$ cat src/rtl/alu_pkg.sv
// Shared types for the ALU write-back stage: op codes, skid-buffer FSM states
// and the buffered entry layout.
package alu_pkg;

  localparam int unsigned AluW = 64;
  localparam int unsigned TagW = 5;
  localparam int unsigned CntW = 32;

  typedef enum logic [1:0] {
    OpAnd = 2'b00,
    OpOr  = 2'b01,
    OpAdd = 2'b10,
    OpSub = 2'b11
  } alu_op_e;

  typedef enum logic [1:0] {
    StEmpty = 2'b00,
    StOne   = 2'b01,
    StTwo   = 2'b10
  } wb_state_e;

  typedef struct packed {
    logic [AluW-1:0] result;
    logic [TagW-1:0] tag;
    alu_op_e         op;
    logic            neg;
    logic            zero;
  } wb_entry_t;

endpackage

$ cat src/rtl/wb_sat_counter.sv
// Up-counter that sticks at its all-ones value instead of wrapping.
module wb_sat_counter #(
  parameter int unsigned Width = 32
) (
  input  logic             clk_i,
  input  logic             rst_ni,
  input  logic             en_i,
  output logic [Width-1:0] cnt_o
);

  logic [Width-1:0] cnt_q, cnt_d;

  always_comb begin
    cnt_d = cnt_q;
    if (en_i && (cnt_q != '1)) begin
      cnt_d = cnt_q + 1'b1;
    end
  end

  always_ff @(posedge clk_i or negedge rst_ni) begin
    if (!rst_ni) begin
      cnt_q <= '0;
    end else begin
      cnt_q <= cnt_d;
    end
  end

  assign cnt_o = cnt_q;

endmodule

$ cat src/rtl/alu_wb_stage.sv
// Registered write-back stage behind the ALU: 2-entry skid buffer with
// valid/ready handshake, flag capture, zero-flag check and retire counter.
module alu_wb_stage
  import alu_pkg::*;
#(
  parameter int unsigned N     = AluW,
  parameter int unsigned TAG_W = TagW,
  parameter int unsigned CNT_W = CntW
) (
  input  logic             clk_i,
  input  logic             rst_ni,
  input  logic             valid_i,
  output logic             ready_o,
  input  logic [1:0]       alu_control_i,
  input  logic [N-1:0]     result_i,
  input  logic             zero_i,
  input  logic [TAG_W-1:0] tag_i,
  output logic             valid_o,
  input  logic             ready_i,
  output logic [N-1:0]     result_o,
  output logic [TAG_W-1:0] tag_o,
  output logic [1:0]       op_o,
  output logic [1:0]       flags_o,
  output logic             err_o,
  output logic [CNT_W-1:0] op_count_o
);

  wb_state_e state_q, state_d;
  wb_entry_t head_q, head_d;
  wb_entry_t skid_q, skid_d;
  wb_entry_t in_entry;
  logic      ready_q, ready_d;
  logic      err_q, err_d;
  logic      accept, retire;

  assign accept = valid_i && ready_q;
  assign retire = (state_q != StEmpty) && ready_i;

  always_comb begin
    in_entry.result = result_i;
    in_entry.tag    = tag_i;
    in_entry.op     = alu_op_e'(alu_control_i);
    in_entry.neg    = result_i[N-1];
    in_entry.zero   = zero_i;
  end

  always_ff @(posedge clk_i or negedge rst_ni) begin
    if (!rst_ni) begin
      state_q <= StEmpty;
      head_q  <= '0;
      skid_q  <= '0;
      ready_q <= 1'b1;
      err_q   <= 1'b0;
    end else begin
      state_q <= state_d;
      head_q  <= head_d;
      skid_q  <= skid_d;
      ready_q <= ready_d;
      err_q   <= err_d;
    end
  end

  always_comb begin
    state_d = state_q;
    head_d  = head_q;
    skid_d  = skid_q;
    unique case (state_q)
      StEmpty: begin
        if (accept) begin
          state_d = StOne;
          head_d  = in_entry;
        end
      end
      StOne: begin
        if (accept && retire) begin
          head_d = in_entry;
        end else if (accept) begin
          state_d = StTwo;
          skid_d  = in_entry;
        end else if (retire) begin
          state_d = StEmpty;
        end
      end
      StTwo: begin
        if (retire) begin
          state_d = StOne;
          head_d  = skid_q;
        end
      end
      default: state_d = StEmpty;
    endcase
  end

  // ready_o is a flop so the upstream never sees a combinational path from ready_i.
  assign ready_d = (state_d != StTwo);
  assign err_d   = err_q || (accept && (zero_i != (result_i == '0)));

  always_comb begin
    valid_o  = (state_q != StEmpty);
    ready_o  = ready_q;
    result_o = head_q.result;
    tag_o    = head_q.tag;
    op_o     = head_q.op;
    flags_o  = {head_q.neg, head_q.zero};
    err_o    = err_q;
  end

  wb_sat_counter #(
    .Width (CNT_W)
  ) u_retire_cnt (
    .clk_i  (clk_i),
    .rst_ni (rst_ni),
    .en_i   (retire),
    .cnt_o  (op_count_o)
  );

endmodule

$ cat config.mk
export PLATFORM = sky130hd
export DESIGN_NAME = alu_wb_stage
export DESIGN_NICKNAME = d
export VERILOG_FILES = /design/src/rtl/alu_pkg.sv /design/src/rtl/wb_sat_counter.sv /design/src/rtl/alu_wb_stage.sv
export SDC_FILE = /design/constraint.sdc
export NUM_CORES = 1
export LEC_CHECK = 0
export CORE_ASPECT_RATIO = 1.4
export CORE_MARGIN = 3
export CORE_UTILIZATION = 54
export DETAILED_ROUTE_END_ITERATION = 7
export GPL_ROUTABILITY_DRIVEN = 0
export PLACE_DENSITY = 0.91
export SYNTH_ARGS = -nofsm -noshare
export SYNTH_HDL_FRONTEND = slang
export SYNTH_SLANG_ARGS = --single-unit
$ cat constraint.sdc
create_clock -name clk_i -period 5 [get_ports clk_i]
set_clock_uncertainty 0.15 [all_clocks]
set_input_delay 1.25 -clock clk_i [delete_from_list [all_inputs] [get_ports clk_i]]
set_output_delay 1.25 -clock clk_i [all_outputs]
set_load 0.01 [all_outputs]
==> results by stage, run 1 <==
Final layout:
- The number of nets in the finished design is between 900 and 1000.
- 0 antenna diodes ended up in the layout.
- The register cell area after layout is roughly 0.0045 mm².
- Of the cells placed in the final design, the portion with a size suffix greater than 1 is about 14%.
- In the final layout, the multi-input gates occupy a little over 0.003 mm².
- In the layout the commonest cells are clkdlybuf4s50_1, dfrtp_1, nand2_1, nor2_1.
- Relative to the synthesized area, the layout overhead comes to 33.2%.
- The commonest non-fill, non-tap cell in the layout is clkdlybuf4s50_1.
- The filler cell count in the final layout is slightly above 900.
- After the flow finishes, the layout carries non-filler instances totaling 1094.

Floorplan:
- Pin placement for this block handled approximately 180 I/O pins.
- The area of the core is about 0.014 mm².
- The full die area is about 0.016 mm².
- Once the floorplan was initialized, standard cells occupied 55.6% of the core.
- The initialized floorplan defines 51 standard-cell rows.
- The floorplan step set the die height to 148 µm.
- In this run the horizontal extent of the chip is 107 µm.

Pwr:
- The peak supply drop is about 0.00038 V.
- The total power divided by cell area is 555 mW/mm².
- The leakage power is ~0.0043 µW.

Min path:
- The number of instances on the worst hold path is 1.
- The kind of path behind the tightest hold check is flip-flop to flip-flop.
- The end of the worst hold path is u_retire_cnt.cnt_o[12].
- The startpoint of the tightest hold check path is u_retire_cnt.cnt_o[12].

STA:
- The highest clock rate is about 310 MHz.
- The time the worst path needs with I/O delays and setup is between 3000 and 4000 ps.
- The portion of the clock cycle consumed by the worst path in the final layout is a little under two thirds.
- The tightest hold path in the finished design has a slack of 345 ps.
- The setup TNS after final layout is 0 ps.
- The final-report hold violation count is 0.
- The measured slew at the worst slew-check pin is slightly above 1000 ps.
- The number of setup violations in the final report is 0.
- The headroom to the max-slew limit is approximately a third.
- Setup repair after global routing left no endpoint under its margin.
- The number of max-slew violations in the final report is 0.

Routing:
- The number of iterations in the first detailed-routing pass is 4.
- The DRC violation count after routing is 0.
- The first routing iteration left around 350 violations.
- The via count of the routed design is around 6100.
- The routed wire length is roughly 19000 µm.
- The post-route antenna net violation count is 0.
- After detailed routing, the average wire length per cell comes to 17.7 µm.
- The vias per cell is between 5 and 6.

Critical path:
- The setup path with the least slack is of type flip-flop to output port.
- Measured in cells, the most critical reg-to-reg path has a length of 4.
- The largest fanout of any net on the critical path is 9.
- For the worst setup path, the data required time is ~3600 ps.
- On the critical path, the stage with the largest delay is an instance of dfrtp_1.
- For flop-to-flop paths, the worst setup slack is between 2000 and 3000 ps.
- The data arrival time of the worst path is about 1800 ps.
- The delay of the slowest critical-path stage is approximately 510 ps.
- The critical path capture point type is an output port.
- The worst setup path is launched from a flip-flop.
- The worst register-to-register path begins at state_q[0].
- The signal on the critical path passes through or2_2 -> clkdlybuf4s50_1.
- The worst register-to-register path ends at result_o[47].

Clocking:
- CTS placed an instance of clkbuf_16 at the clock tree root.
- The cts-stage hold buffer count is 0.
- The number of CTS-inserted buffers is 17.
- The post-CTS setup repair buffer count is 0.
- The maximum buffer depth of the clock tree is 2.
- Clock-pin slew was measured on the worst setup and hold paths at ~70 ps.
- In this run, post-CTS repair resized a total of 0 instances.
- TritonCTS built the clock tree.
- The number of H-tree branching levels is 4.
- The clock latency reported for the late side of the worst-skew pair is around 420 ps.
- The clock sink total is 180.

Logic synthesis:
- Counting every instance in the synthesized netlist gives between 700 and 800.
- The number of distinct library cells after synthesis is 42.
- The average cell area after synthesis is between 10 and 15 µm².
- When the netlist entered floorplanning its net count stood at just over 800.
- After synthesis the netlist holds a flip-flop and latch count of 180.
- The share of the yosys chip area belonging to registers is 58.0%.
- The Yosys step of the flow raised 0 warnings.
- The area of the mapped netlist is ~0.008 mm².

GRT:
- The pin count of the biggest net entering global routing is ~120.
- The via count of the first global-routing pass is 6062.
- The initial antenna violation count is 0.
- Global routing finished with a remaining overflow of 0.
- The first global-routing pass estimated 31300 µm of wire.
- In the global route stage, overall resource usage came out at between 20% and 30%.

Run:
- The reported max-cap violation count is 0.

Placed design:
- Input and output buffers added on the ports amount to 183.
- The number of placed instances, taps included, is ~1100.
- The final HPWL from detailed placement is approximately 13000 µm.

Outcome:
- The run finished with clean final reports.
==> logic make-up (layout without fill, tap and decap cells) <==
kind of cell	after synthesis	after routing	share of synthesized area (%)
AND/OR/NAND/NOR	312	312	17.9
flip-flops	180	180	58.0
AO/OA/AOI/OAI	83	83	7.13
multiplexers	73	73	10.6
buffers and inverters	47	228	2.66
XOR/XNOR	32	32	3.61
adder cells (fa/ha/maj)	1	1	0.161
==> worst max path at each step <==
| stage | cells past startpoint | from | end | slack (ps) |
|---|---|---|---|---|
| 2_1_floorplan | 5 | valid_i | skid_q[10] | 2310 |
| 3_3_place_gp | 5 | valid_i | skid_q[42] | 1580 |
| 3_5_place_dp | 6 | ready_i | u_retire_cnt.cnt_o[20] | 1530 |
| 4_1_cts | 2 | state_q[0] | valid_o | 1780 |
| 5_1_grt | 2 | state_q[0] | valid_o | 1760 |
| 6_report | 2 | state_q[0] | valid_o | 1810 |
==> registers in the layout, summed over array words and instances, names as in the netlist <==
| register | cells |
|---|---|
| op_o | 2 |
| u_retire_cnt.cnt_o | 32 |
| ready_o | 1 |
| tag_o | 5 |
| state_q | 2 |
| flags_o | 1 |
| skid_q | 72 |
| result_o | 64 |
| err_o | 1 |
==> area by class of cell <==
| type | count | area share [%] |
|---|---|---|
| repair buffers | 191 | 18.5 |
| clock buffers | 21 | 4.26 |
| multi-input cells | 501 | 29.8 |
| flip-flops and latches | 180 | 43.5 |
| clock inverters | 11 | 1.46 |
| inverters | 5 | 0.181 |
| well taps | 185 | 2.24 |
==> routing by layer <==
metal  share of wire (%)  wire (µm)  global-route usage, %
met4                 2.4        462                   8.34
met1                  39       7480                   31.3
met5                   0          0                      0
met2                  52      10100                   42.2
met3                 6.6       1270                   6.33
==> through the flow <==
stage | instance area, µm² | util (%) | setup slack [ps] | total power (µW)
CTS | 10300 | 74.0 | 1780 | 5780
floorplan | 7770 | - | 2310 | 3390
global route | 10300 | 74.0 | 1760 | 6080
global placement | 9750 | 69.8 | 1580 | 4330
finish | 10300 | 74.0 | 1810 | 5740
detailed placement | 9750 | 69.8 | 1530 | 4430
==> power by group <==
group	total (µW)	internal [µW]	switching (µW)	leakage (µW)
logic	1940	1080	863	0.00189
clock network	1340	791	553	0.000275
registers	2450	2070	382	0.00213
==> synth_stat cells <==
master | count | share of area (%)
a31oi_1 | 73 | 5.9
nor4b_4 | 1 | 0.31
nor2b_1 | 2 | 0.16
nor4_1 | 18 | 1.4
or2_2 | 1 | 0.081
nand3_2 | 1 | 0.13
mux2_2 | 73 | 11
clkbuf_1 | 25 | 1.2
inv_1 | 5 | 0.24
nor3b_2 | 1 | 0.16
buf_4 | 1 | 0.097
nor3_2 | 2 | 0.26
nor3_1 | 3 | 0.19
nand2_1 | 159 | 7.7
o21ai_2 | 1 | 0.11
dfstp_2 | 1 | 0.34
ha_1 | 1 | 0.16
o21ai_1 | 1 | 0.064
and4_2 | 1 | 0.13
or4b_4 | 1 | 0.18
xnor2_1 | 22 | 2.5
and2_1 | 1 | 0.081
a211oi_1 | 1 | 0.097
nor2_1 | 81 | 3.9
a21oi_1 | 1 | 0.064
a211oi_2 | 1 | 0.16
and3b_1 | 1 | 0.11
o21bai_1 | 1 | 0.097
dfrtp_1 | 179 | 58
buf_6 | 1 | 0.14
xor2_1 | 10 | 1.1
nand3_1 | 13 | 0.84
or3_1 | 1 | 0.081
a31oi_4 | 1 | 0.27
and3b_2 | 2 | 0.26
nand2b_1 | 1 | 0.081
nand4_1 | 17 | 1.4
buf_2 | 15 | 0.97
o22ai_1 | 1 | 0.081
o2111ai_2 | 1 | 0.19
a21o_2 | 1 | 0.11
and3_1 | 5 | 0.40
==> critical path: cells and delay by family, from the launching register on <==
family                 cells  cell delay [ps]
DFF                        1              510
buffers and inverters      1              490
and+or+nand+nor            1              380
Note: power is estimated with default switching activity, not from simulation.
==> inputs of run 2 (changes only) <==
Settings changed: CORE_UTILIZATION 54 to 50, PLACE_DENSITY 0.91 to 0.85.
Clock period 5 ns to 3.19 ns, I/O delays scaled along.
==> run 2 against run 1 <==
Worst hold slack got worse by 170 ps. Non-clock buffer count rose by 4. Sequential share of layout area fell by 0.39 points. Critical path type unchanged. Largest cell class unchanged. Largest power group unchanged.
==> results by stage, run 2 (synthesis results as in run 1) <==
STA:
- Setup repair after global routing left no endpoint under its margin.
- The final-report hold violation count came to 0 (unchanged).
- The number of max-slew violations in the final report is 0 (unchanged).
- The headroom to the max-slew limit is 49.6% (+17 points).
- The measured slew at the worst slew-check pin is 749 ps (-266 ps).
- The highest clock rate is between 300 and 400 MHz.
- The setup TNS after final layout is 0 ps (unchanged).
- The time the worst path needs with I/O delays and setup is between 2000 and 3000 ps.
- The number of setup violations in the final report is 0 (unchanged).
- Of the available clock period, the critical path in the final layout requires a little under nine tenths.

Final layout:
- The fraction of final layout cells sized beyond drive strength 1 is 14.8% (+0.59 points).
- The filler cell count in the final layout is 1127 (+23%).
- The commonest non-fill, non-tap cell in the layout is clkdlybuf4s50_1.
- The number of nets in the finished design was 977 (+0.41%).
- The top cell types in the final layout, fill and taps aside, are clkdlybuf4s50_1, dfrtp_1, nand2_1, nor2_1.
- The synthesis-to-layout area growth is 34.4%.
- More flip-flops sit in one register than any other, and that register is skid_q.
- The post-route non-filler standard cell count was 1105 (+1.0%).
- The post-route cell area is 0.0104 mm² (+0.91%).
- The number of flip-flops under the largest register name is 72 (unchanged).
- The number of diodes came to 0 (unchanged).

Routing:
- The routed wire length was 19800 µm (+2.4%).
- The number of iterations in the first detailed-routing pass is 5 (+1).
- The DRC violation count after routing is 0 (unchanged).
- The vias per cell came to 5.52 (-0.87%).
- The DRC marker count from the first detailed-route iteration was 373 (+8.1%).
- The average detailed-routed wire length per instance is 17.9 µm (+1.3%).
- The post-route antenna net violation count is 0 (unchanged).
- The via count of the routed design came to 6105 (+0.13%).

Critical path:
- The signal on the critical path passes through or2_2 -> clkdlybuf4s50_1.
- The worst path required time is 2240 ps (-1360 ps).
- The startpoint class of the critical path is a flip-flop.
- The register-to-register setup slack is 980 ps (-1670 ps).
- The delay of the slowest critical-path stage is 510 ps (about the same).
- The classification of the worst setup path is flip-flop to output port.
- The critical path capture point type is an output port.
- The data arrival time of the worst path was 1800 ps (about the same).
- On the critical path, the stage with the largest delay is an instance of dfrtp_1.
- The worst-case reg-to-reg path depth came to 5 (+1).
- The critical path starts at state_q[0].
- The largest fanout of any net on the critical path was 9 (unchanged).
- The worst register-to-register path begins at u_retire_cnt.cnt_o[0].

Floorplan:
- The vertical die dimension is 153 µm (+3.8%).
- The area of the core was 0.0151 mm² (+8.2%).
- The row count is 53 (+3.9%).
- The x dimension of the die is 111 µm (+3.7%).
- The number of top-level pins is 184 (unchanged).
- The full die area is 0.0171 mm² (+7.6%).
- The initial standard-cell utilization of the core is 51.4% (-4.2 points).

Placed design:
- The number of port buffers is 183 (unchanged).
- The total placed instance area is 0.00984 mm² (+0.91%).
- The final HPWL from detailed placement came to 13600 µm (+1.4%).
- The instance count after placement with tap cells included is 1073 (+1.0%).

GRT:
- The final global-route overflow total is 0 (unchanged).
- The initial antenna violation count was 0 (unchanged).
- The met3 track utilization from global routing is 6.38% (+0.042 points).
- The pin count of the biggest net entering global routing is 89 (-23%).
- The global-route total usage across every layer is 23.6% (-1.3 points).
- The met2 track utilization from global routing is 39.5% (-2.6 points).
- The wire length of the first global-routing pass is 32200 µm (+3.0%).
- The global routing usage on met1 came to 28.7% (-2.6 points).
- The layer carrying the most global-route usage is met2.
- The via count of the first global-routing pass was 6167 (+1.7%).

Run:
- The reported max-cap violation count is 0 (unchanged).

Min path:
- The kind of path behind the tightest hold check is input pin to asynchronous set/reset pin.

Clocking:
- Clock tree synthesis selected as its root buffer the cell clkbuf_16.
- The maximum buffer depth of the clock tree is 2 (unchanged).
- The clock latency reported for the late side of the worst-skew pair was 430 ps (about the same).
- The cts-stage hold buffer count is 0 (unchanged).
- The post-CTS setup repair buffer count is 0 (unchanged).
- The number of H-tree branching levels is 4 (unchanged).
- The clock sink total is 180 (unchanged).
- The number of CTS-inserted buffers is 17 (unchanged).
- The CTS clock-pin slew for the worst setup and hold paths was 60 ps (about the same).
- The clock tree from TritonCTS is built.
- The post-cts repair resize count is 0 (unchanged).

Outcome:
- The flow ran to the end, and the final reports show no timing, DRC or antenna violations.

Pwr:
- The leakage power is 0.00434 µW (+1.1%).
- The total power divided by cell area is 863 mW/mm² (+56%).
- The peak supply drop is 0.000523 V (+37%).
## run 2: changes by cell type in the layout (fill, tap and decap cells not counted), sizes merged
cell | previous run | this run
clkbuf | 21 | 22
clkinvlp | 4 | 3
bufinv | 3 | 2
buf | 9 | 13
inv | 8 | 7
clkinv | 1 | 3
## run 2: report_power, final
group | switching, µW | internal, µW
Clock | 879 | 1220
Sequential | 575 | 3250
Combinational | 1370 | 1710
Total | 2830 | 6180
## run 2: layout make-up
type	count	area (µm²)	share of cell area [%]
clock buffer	22	474	4.54
clock inverter	10	123	1.17
inverter	5	18.8	0.180
multi-input combinational	501	3080	29.5
sequential	180	4510	43.2
tap	192	240	2.30
timing repair buffer	195	2000	19.1
## run 2: path summary, 6_finish.rpt
| check | to |
|---|---|
| min reg2reg | u_retire_cnt.cnt_o[20] |
| max in group asynchronous | u_retire_cnt.cnt_o[18] |
| max | valid_o |
| min in group clk_i | u_retire_cnt.cnt_o[20] |
| max reg2reg | u_retire_cnt.cnt_o[1] |
| min | result_o[9] |
## run 2: metal layers
layer  routed length (µm)  up-vias
met5                    0        -
met4                  662        0
met3                 1280       47
met2                10100      216
met1                 7720     2975
li1                     -     2867
## run 2: critical path, delay by kind of cell, from the launching register on
family | cells | cell delay (ps)
DFF | 1 | 510
and+or+nand+nor | 1 | 390
buffers and inverters | 1 | 490
## run 2: per-stage QoR
step | setup slack [ps] | hold slack (ps) | total power [µW] | utilization [%]
after CTS | 428 | 189 | 9090 | 69.1
final | 440 | 178 | 9010 | 69.1
after floorplan | 948 | 331 | 5320 | -
after global placement | 123 | 328 | 6820 | 65.1
after detailed placement | 117 | 335 | 6960 | 65.1
after global routing | 383 | 204 | 9540 | 69.1
==> inputs of run 3 (changes only) <==
Settings changed: GPL_TIMING_DRIVEN set to 0.
==> run 3 against run 2 <==
Sequential power barely moved. Power shrank 0.52%. Combinational power rose by 2%. Sequential share of layout area hardly changed. Utilization is essentially flat. Flip-flop and latch count is the same. Register-to-register slack got worse by 430 ps. Cell area hardly changed.
==> results by stage, run 3 (synthesis results as in run 1) <==
Final layout:
- The register with the most flip-flops in the final layout is skid_q.
- The commonest non-fill, non-tap cell in the layout is clkdlybuf4s50_1.
- The total area of multi-input combinational cells is 0.00306 mm² (-0.77%).
- The filler cell count in the final layout is 1120 (-0.62%).
- The post-route non-filler standard cell count is 1136 (+2.8%).
- The number of nets in the finished design is 1008 (+3.2%).
- The number of flip-flops under the largest register name came to 72 (unchanged).
- The register cell area after layout came to 0.00451 mm² (unchanged).
- The library cells used most frequently in the layout, excluding fill and tap cells, are clkdlybuf4s50_1, dfrtp_1, nand2_1, nor2_1.
- The number of diodes came to 0 (unchanged).
- The synthesis-to-layout area growth is 34.4% (about the same).
- The fraction of final layout cells sized beyond drive strength 1 is 14.6% (-0.17 points).
- The final core area utilization was 69.1% (about the same).

Pwr:
- The peak supply drop is 0.000510 V (-2.5%).
- The leakage power is 0.00437 µW (+0.71%).
- The part of the total power dissipated in combinational logic is 34.9% (+0.7 points).
- The fraction of power spent switching nets was 32.2% (+0.76 points).
- The net switching power of the design is 2880 µW (+1.9%).
- The sequential cell fraction of total power is 42.6% (+0.2 points).
- The share of total power in the clock network is 22.5% (-0.8 points).
- The internal portion of total power was 6080 µW (-1.6%).
- The total power came to 8960 µW (-0.52%).
- The total power divided by cell area is 858 mW/mm² (-0.55%).

Critical path:
- The largest fanout of any net on the critical path is 10 (+1).
- The worst-case reg-to-reg path depth is 6 (+1).
- The worst path required time came to 3330 ps (+1090 ps).
- The critical path capture point type is a flip-flop.
- The standard cell with the maximum stage delay on the critical path is o21ai_1.
- The startpoint class of the critical path is an input pin.
- The end of the worst register-to-register path is result_o[13].
- The startpoint identified for the worst register-to-register timing path is ready_o.
- The register-to-register setup slack is 550 ps (-430 ps).
- The delay of the slowest critical-path stage is 710 ps (+200 ps).
- The data arrival time of the worst path is 3130 ps (+1330 ps).
- Walking the worst path, the cells encountered are clkdlybuf4s50_1 -> and3b_1 -> a21oi_1 -> o21ai_1 -> buf_2 -> buf_2 -> a31oi_1.
- Among the stages of the critical path, the cell type that occurs most often is buf_2.
- The classification of the worst setup path is input pin to flip-flop.

STA:
- The setup TNS after final layout is 0 ps (unchanged).
- The measured slew at the worst slew-check pin was 894 ps (+146 ps).
- Setup repair after global routing left no endpoint under its margin.
- The number of max-slew violations in the final report is 0 (unchanged).
- The number of setup violations in the final report is 0 (unchanged).
- The final-report hold violation count was 0 (unchanged).
- The headroom to the max-slew limit was 40.0% (-9.6 points).
- The highest clock rate is 334 MHz (-8.2%).
- The time the worst path needs with I/O delays and setup was 2990 ps (+245 ps).
- The portion of the clock cycle consumed by the worst path in the final layout is 93.9% (+7.7 points).

Floorplan:
- The full die area is 0.0171 mm² (unchanged).
- The initial standard-cell utilization of the core is 51.4% (unchanged).
- The x dimension of the die is 111 µm (unchanged).
- The vertical die dimension is 153 µm (unchanged).
- The number of top-level pins is 184 (unchanged).
- The row count is 53 (unchanged).
- The area of the core is 0.0151 mm² (unchanged).

Routing:
- The DRC violation count after routing is 0 (unchanged).
- The average detailed-routed wire length per instance was 17.5 µm (-2.3%).
- The DRC marker count from the first detailed-route iteration came to 272 (-27%).
- The routed length on met2 is 10200 µm (+1.3%).
- The post-route antenna net violation count is 0 (unchanged).
- The detailed router used layers up to and including met5.
- The number of iterations in the first detailed-routing pass was 5 (unchanged).
- The met3 wire length is 1290 µm (+0.39%).
- The routed metal-1 wire length is 7660 µm (-0.76%).
- The via count of the routed design was 6190 (+1.4%).
- The vias per cell came to 5.45 (-1.4%).
- The routed wire length is 19900 µm (+0.44%).

Clocking:
- TritonCTS built the clock tree.
- The post-CTS setup repair buffer count is 0 (unchanged).
- The post-cts repair resize count was 0 (unchanged).
- The clock latency reported for the late side of the worst-skew pair came to 420 ps (about the same).
- The number of CTS-inserted buffers is 17 (unchanged).
- The cts-stage hold buffer count came to 0 (unchanged).
- CTS placed an instance of clkbuf_16 at the clock tree root.
- The clock sink total is 180 (unchanged).
- The maximum buffer depth of the clock tree came to 2 (unchanged).
- The CTS clock-pin slew for the worst setup and hold paths was 70 ps (about the same).
- The number of H-tree branching levels is 4 (unchanged).

Placed design:
- The instance count after placement with tap cells included is 1104 (+2.9%).
- The final HPWL from detailed placement was 14400 µm (+6.2%).
- The number of port buffers is 183 (unchanged).

Min path:
- The kind of path behind the tightest hold check is input pin to asynchronous set/reset pin.

GRT:
- The via count of the first global-routing pass is 6353 (+3.0%).
- The initial antenna violation count is 1 (+1).
- The global-route total usage across every layer came to 23.7% (+0.045 points).
- The pin count of the biggest net entering global routing was 93 (+4.5%).
- The final global-route overflow total is 0 (unchanged).
- The wire length of the first global-routing pass is 32500 µm (+0.71%).

Outcome:
- The flow ran to the end, and the final reports show no timing, DRC or antenna violations.

Run:
- The reported max-cap violation count is 0 (unchanged).
[run 3: how the worst max path moves through the flow]
stage                  from      endpoint  slack [ps]  cells past startpoint
floorplan           valid_i    skid_q[10]         950                      5
global placement     rst_ni    skid_q[67]       -6110                      1
detailed placement  valid_i  result_o[13]        -240                      7
CTS                 valid_i   result_o[8]         160                      7
global route        valid_i  result_o[26]          60                      7
finish              valid_i  result_o[13]         200                      7
[run 3: power by group through the flow]
| stage | sequential (µW) | clock (µW) | combinational (µW) |
|---|---|---|---|
| after floorplan | 3950 | 0 | 1370 |
| after global placement | 3800 | 0 | 3060 |
| after detailed placement | 3840 | 0 | 3160 |
| after CTS | 3810 | 2050 | 3180 |
| after global routing | 3930 | 2140 | 3400 |
| final | 3820 | 2010 | 3130 |
[run 3: final cells by class]
cell class | count | area share (%)
well taps | 192 | 2.30
clock inverters | 12 | 1.17
plain buffers | 42 | 1.80
repair buffers | 184 | 17.9
multi-input cells | 501 | 29.3
flip-flops and latches | 180 | 43.1
inverters | 5 | 0.180
clock buffers | 20 | 4.28
[run 3: worst max-delay path: cells and delay by family]
kind	cells	cell delay [ps]
buffers and inverters	3	1190
AO/OA/AOI/OAI	3	900
AND/OR/NAND/NOR	1	230
[run 3: layer usage]
metal / global-route usage (%) / vias up
met2: 40.9 / 184
met1: 28.1 / 3031
li1: - / 2932
met4: 9.51 / 2
met3: 6.22 / 41
met5: 0 / -
[run 3: per-stage QoR]
| stage | setup WS [ps] | hold slack (ps) | instance area [µm²] |
|---|---|---|---|
| 6_report | 195 | 219 | 10400 |
| 5_1_grt | 64.1 | 252 | 10400 |
| 4_1_cts | 165 | 248 | 10400 |
| 3_5_place_dp | -244 | 321 | 9870 |
| 3_3_place_gp | -6110 | 313 | 9840 |
| 2_1_floorplan | 948 | 331 | 7770 |
